<file path="config.mk">
export PLATFORM = sky130hd
export DESIGN_NAME = bcd_scan_ctrl
export DESIGN_NICKNAME = d
export VERILOG_FILES = /design/src/rtl/bcd_scan_pkg.sv /design/src/rtl/bcd_digit_lut.sv /design/src/rtl/bcd_scan_ctrl.sv
export SDC_FILE = /design/constraint.sdc
export NUM_CORES = 1
export LEC_CHECK = 0
export ABC_AREA = 1
export BUFFER_PORTS_ARGS = -buffer_cell sky130_fd_sc_hd__buf_2
export CORE_MARGIN = 1
export CORE_UTILIZATION = 45
export CTS_BUF_LIST = sky130_fd_sc_hd__clkbuf_8
export CTS_CLUSTER_SIZE = 16
export DETAILED_ROUTE_END_ITERATION = 7
export PLACE_DENSITY = 0.62
export SLEW_MARGIN = 20
export SYNTH_ARGS = -nofsm -noshare
export SYNTH_HDL_FRONTEND = slang
export SYNTH_SLANG_ARGS = --single-unit
</file>
<file path="constraint.sdc">
create_clock -name clk -period 2.7 [get_ports clk]
set_clock_uncertainty 0.1 [all_clocks]
set_input_delay 0.81 -clock clk [delete_from_list [all_inputs] [get_ports clk]]
set_output_delay 0.81 -clock clk [all_outputs]
set_load 0.02 [all_outputs]
</file>
<file path="src/rtl/bcd_scan_pkg.sv">
// bcd_scan_pkg: shared FSM state type and code constants for the BCD scan controller
package bcd_scan_pkg;
  typedef enum logic {IDLE, SCAN} state_t;
  localparam logic [6:0] SEG_INVALID = 7'h7F;
  localparam logic [6:0] SEG_NINE = 7'b0001100;
endpackage

</file>
<file path="src/rtl/bcd_digit_lut.sv">
// bcd_digit_lut: combinational BCD-to-code map; ports digit[3:0] in, code[6:0] out (0..8 -> n+1, 9 -> SEG_NINE, 10..15 -> SEG_INVALID)
module bcd_digit_lut
  import bcd_scan_pkg::*;
(
  input  logic [3:0] digit,
  output logic [6:0] code
);
  always_comb code = digit < 4'd9 ? {3'b000, digit} + 7'd1 : digit == 4'd9 ? SEG_NINE : SEG_INVALID;
endmodule

</file>
<file path="src/rtl/bcd_scan_ctrl.sv">
// bcd_scan_ctrl: multiplexed NDIG-digit BCD scan controller with one-entry shadow load (load_valid/load_ready/load_bcd), enable, one-hot dig_sel, seg_code, sticky digit_err/err_clr, frame_done; optional BLANK_LEADING_ZERO_EN blanks leading zero digits
module bcd_scan_ctrl
  import bcd_scan_pkg::*;
#(
  parameter int NDIG = 4,
  parameter int DWELL = 1000
) (
  input  logic              clk,
  input  logic              rst_n,
  input  logic              load_valid,
  output logic              load_ready,
  input  logic [4*NDIG-1:0] load_bcd,
  input  logic              enable,
  output logic [NDIG-1:0]   dig_sel,
  output logic [6:0]        seg_code,
  output logic              digit_err,
  input  logic              err_clr,
  output logic              frame_done
);
  localparam int IW = NDIG > 1 ? $clog2(NDIG) : 1;
  localparam int CW = $clog2(DWELL);
  state_t state, state_n;
  logic [IW-1:0] idx, idx_n;
  logic [CW-1:0] cnt, cnt_n;
  logic [4*NDIG-1:0] shadow, active;
  logic shadow_full, active_valid;
  logic run, dwell_end, boundary, xfer, bad;
  logic [NDIG-1:0] blank;
  logic [6:0] code;
  assign load_ready = !shadow_full;
  assign run = state == SCAN && enable;
  assign dwell_end = cnt == CW'(DWELL-1);
  assign boundary = run && dwell_end && idx == IW'(NDIG-1);
  assign xfer = shadow_full && (state == IDLE || boundary);
  always_comb begin
    bad = 1'b0;
    for (int i = 0; i < NDIG; i++) bad = bad | (shadow[4*i +: 4] > 4'd9);
  end
`ifdef BLANK_LEADING_ZERO_EN
  always_comb begin
    logic lz;
    lz = 1'b1;
    blank = '0;
    for (int i = NDIG-1; i >= 0; i--) begin
      lz = lz & (active[4*i +: 4] == 4'd0);
      blank[i] = (i > 0) & lz;
    end
  end
`else
  assign blank = '0;
`endif
  bcd_digit_lut u_lut (
    .digit(active[4*idx +: 4]),
    .code (code)
  );
  always_comb begin
    state_n = run || (state == IDLE && enable && (active_valid || xfer)) ? SCAN : IDLE;
    cnt_n = run && !dwell_end ? cnt + CW'(1) : '0;
    idx_n = !run ? '0 : !dwell_end ? idx : idx == IW'(NDIG-1) ? '0 : idx + IW'(1);
  end
  always_ff @(posedge clk or negedge rst_n)
    if (!rst_n) begin
      state <= IDLE;
      idx <= '0;
      cnt <= '0;
    end else begin
      state <= state_n;
      idx <= idx_n;
      cnt <= cnt_n;
    end
  always_ff @(posedge clk or negedge rst_n)
    if (!rst_n) begin
      shadow <= '0;
      shadow_full <= 1'b0;
      active <= '0;
      active_valid <= 1'b0;
      digit_err <= 1'b0;
      frame_done <= 1'b0;
      dig_sel <= '0;
      seg_code <= SEG_INVALID;
    end else begin
      if (load_valid && !shadow_full) shadow <= load_bcd;
      shadow_full <= shadow_full ? !xfer : load_valid;
      if (xfer) active <= shadow;
      active_valid <= active_valid | xfer;
      digit_err <= xfer && bad ? 1'b1 : err_clr ? 1'b0 : digit_err;
      frame_done <= boundary;
      dig_sel <= run ? (NDIG'(1) << idx) & ~blank : '0;
      seg_code <= run ? code : SEG_INVALID;
    end
endmodule

</file>
==> results.json <==
{
  "powerDensity_nw_per_um2": 766,
  "cap_viol_max_count": 0,
  "drive_gt1_share_pct": 23.1,
  "crit_slowest_cell": "dfrtp_1",
  "rows": 27,
  "avgSynthCellArea_sq_um": 9.24,
  "io_pins": 35,
  "cp_max_fo": 19,
  "crit_type": "register to register",
  "coreArea_sq_um": 5640,
  "ff2ff_setup_slack_ns": 0.61,
  "via_per_inst": 4.88,
  "synth_cell_types": 28,
  "yosysSeqAreaShare_pct": 54.8,
  "cts_hold_repair.buffers": 0,
  "synth_edf_count": 0,
  "p_leak_nw": 1.59,
  "die_w_microns": 79.6,
  "path_depth": 8,
  "die_area_sq_um": 6330,
  "grtUsageTotal_pct": 18.9,
  "crit_chain": "ha_1, inv_1, nor2_2, nand4_1, nand2_2, nand2_4, nand2_1, nand2_1",
  "die_h_microns": 79.6,
  "crit_start": "idx[0]",
  "worstMarginPinSlew_ns": 0.524,
  "drc": 0,
  "rsz0062_at_grt": "false",
  "cp_data_required_time_ns": 2.83,
  "vias": 1994,
  "status": "complete, no violations",
  "post_drt_wl_per_cell_microns": 12.5,
  "hp-class": "primary input to asynchronous set/reset pin",
  "r2r_start": "idx[0]",
  "cts.reportedPaths.clkPinSlew_ns": 0.06,
  "synth_ff_type": "dfrtp_1",
  "cts_tree": "yes",
  "h-tree-depth": 3,
  "crit_family": "simple AND/OR/NAND/NOR gates",
  "num_antenna_cells": 0,
  "post_cts_resize_count": 0,
  "worstSkewPairLatency_ns": 0.34,
  "area_growth_pct": 15.9,
  "cp-start-kind": "register",
  "period_share_pct": 77.6,
  "cp.arrival_ns": 2.22,
  "grt_max_degree": 60,
  "grt_pass1_vias": 1930,
  "rr_endpoint": "active[3]",
  "path_buf_inv": 1,
  "place_hpwl_microns": 3660,
  "finalWeightedCongestion": 0.858,
  "grt_overflow_total": 0,
  "synth-adder-area-share_pct": 3.70,
  "crit_end": "active[3]",
  "synth_top_family_by_area": "simple AND/OR/NAND/NOR gates",
  "cts_sinks": 59,
  "synth_xor_area_share_pct": 1.29,
  "max_stage_delay_ns": 0.67,
  "hold_viol": 0,
  "final_max_slew_viol_count": 0,
  "synth_compound_area_share_pct": 3.65,
  "relSlewSlack_pct": 65.1,
  "first_pass_iters": 4,
  "synthCells": 293,
  "finalPower_mw": 2.40,
  "tns_ns": 0,
  "utilization_pct": 55.6,
  "cts-root-buf": "clkbuf_8",
  "numCtsBuffers": 9,
  "grt_pass1_wl_microns": 8970,
  "synth_seq_cells": 59,
  "postCtsSetupBuffers": 0,
  "muxShareOfSynthArea_pct": 6.66,
  "yosys_warnings": 0,
  "cts.path.max_buffers": 2,
  "drt-total-wl_microns": 5110,
  "drt_iter0_markers": 88,
  "period_needed_ns": 2.09,
  "final_nets": 361,
  "irDropWorstVdd_mv": 0.430,
  "netlist_area_sq_um": 2710,
  "setup_viol": 0,
  "cp-end-kind": "register",
  "syn_nets": 322,
  "async_flop_share_pct": 100,
  "path_common_cell": "nand2_1",
  "synth-simple-area-share_pct": 24.7,
  "max_freq_ghz": 0.477,
  "rr_worst_depth": 8,
  "port_buffers": 34,
  "ant_nets": 0,
  "start_util_pct": 48.0,
  "antenna_found_initial": 0
}
## power by group
part	total (mW)	internal, mW	switching (mW)
combinational	0.488	0.197	0.290
sequential	1.16	1.05	0.107
clock	0.753	0.425	0.328
total	2.40	1.68	0.725
## metal layers
layer  vias to the layer above  wire [microns]  GRT usage [%]
met2                        48            2180           28.2
met4                         0             119           9.82
met5                         -               0              0
met3                        11             223           5.49
met1                       907            2580           24.9
li1                       1028               -              -
## worst min-delay path by stage
stage | slack (ns) | from | to
floorplan | 0.33 | cnt[0] | cnt[0]
global placement | 0.36 | active[6] | active[6]
detailed placement | 0.36 | active_valid | active_valid
CTS | 0.37 | rst_n | dig_sel[2]
global route | 0.38 | rst_n | dig_sel[2]
finish | 0.36 | rst_n | dig_sel[1]
## through the flow
| step | cell area [sq um] | instances | hold slack [ns] | setup WS [ns] |
|---|---|---|---|---|
| 6_report | 3140 | 409 | 0.357 | 0.605 |
| 4_1_cts | 3140 | 409 | 0.367 | 0.589 |
| 3_5_place_dp | 2940 | 393 | 0.360 | 0.501 |
| 2_1_floorplan | 2710 | 293 | 0.333 | 0.890 |
| 5_1_grt | 3140 | 409 | 0.382 | 0.372 |
| 3_3_place_gp | 2940 | 393 | 0.360 | 0.568 |
## layout make-up
cell class	instances	area (sq um)
Fill cell	530	2510
Sequential cell	59	1480
Multi-Input combinational cell	203	1080
Timing Repair Buffer	37	205
Clock buffer	13	179
Tap cell	72	90.1
Inverter	22	82.6
Clock inverter	3	12.5
## cells by family (layout without fill, tap and decap cells)
| logic type | after synthesis | after routing |
|---|---|---|
| flops | 59 | 59 |
| compound gates | 17 | 17 |
| buf+inv | 31 | 75 |
| xor+xnor | 4 | 4 |
| mux | 16 | 16 |
| simple gates | 158 | 158 |
| fa+ha+maj | 8 | 8 |
## synthesized netlist by cell type, types with 3 or more instances
master / count / area [sq um]
inv_1: 20 / 75.1
ha_1: 8 / 100
xor2_1: 4 / 35.0
dfrtp_1: 53 / 1330
nor2_1: 18 / 67.6
nor3_1: 4 / 20.0
o21ai_0: 10 / 50.1
buf_2: 3 / 15.0
dfstp_2: 6 / 158
nand3_1: 36 / 180
mux2_2: 16 / 180
buf_4: 3 / 22.5
nand2_1: 92 / 345
## cells in the final DEF (no fill, tap or decap), drive strengths merged, types with 4 or more instances in the layout
cell type	instances
nor3	4
clkbuf	13
o21ai	10
inv	23
buf	37
nor2	19
mux2	16
nand2	95
dfrtp	53
xor2	4
dfstp	6
ha	8
nand3	36
## state kept, by name (all words and copies together) (netlist names)
signal and cells:
active 16, shadow 16, cnt 10, seg_code 6
dig_sel 4, idx 2, active_valid 1, digit_err 1
frame_done 1, shadow_full 1, state 1
No activity file was read; power rests on OpenSTA's default activity.
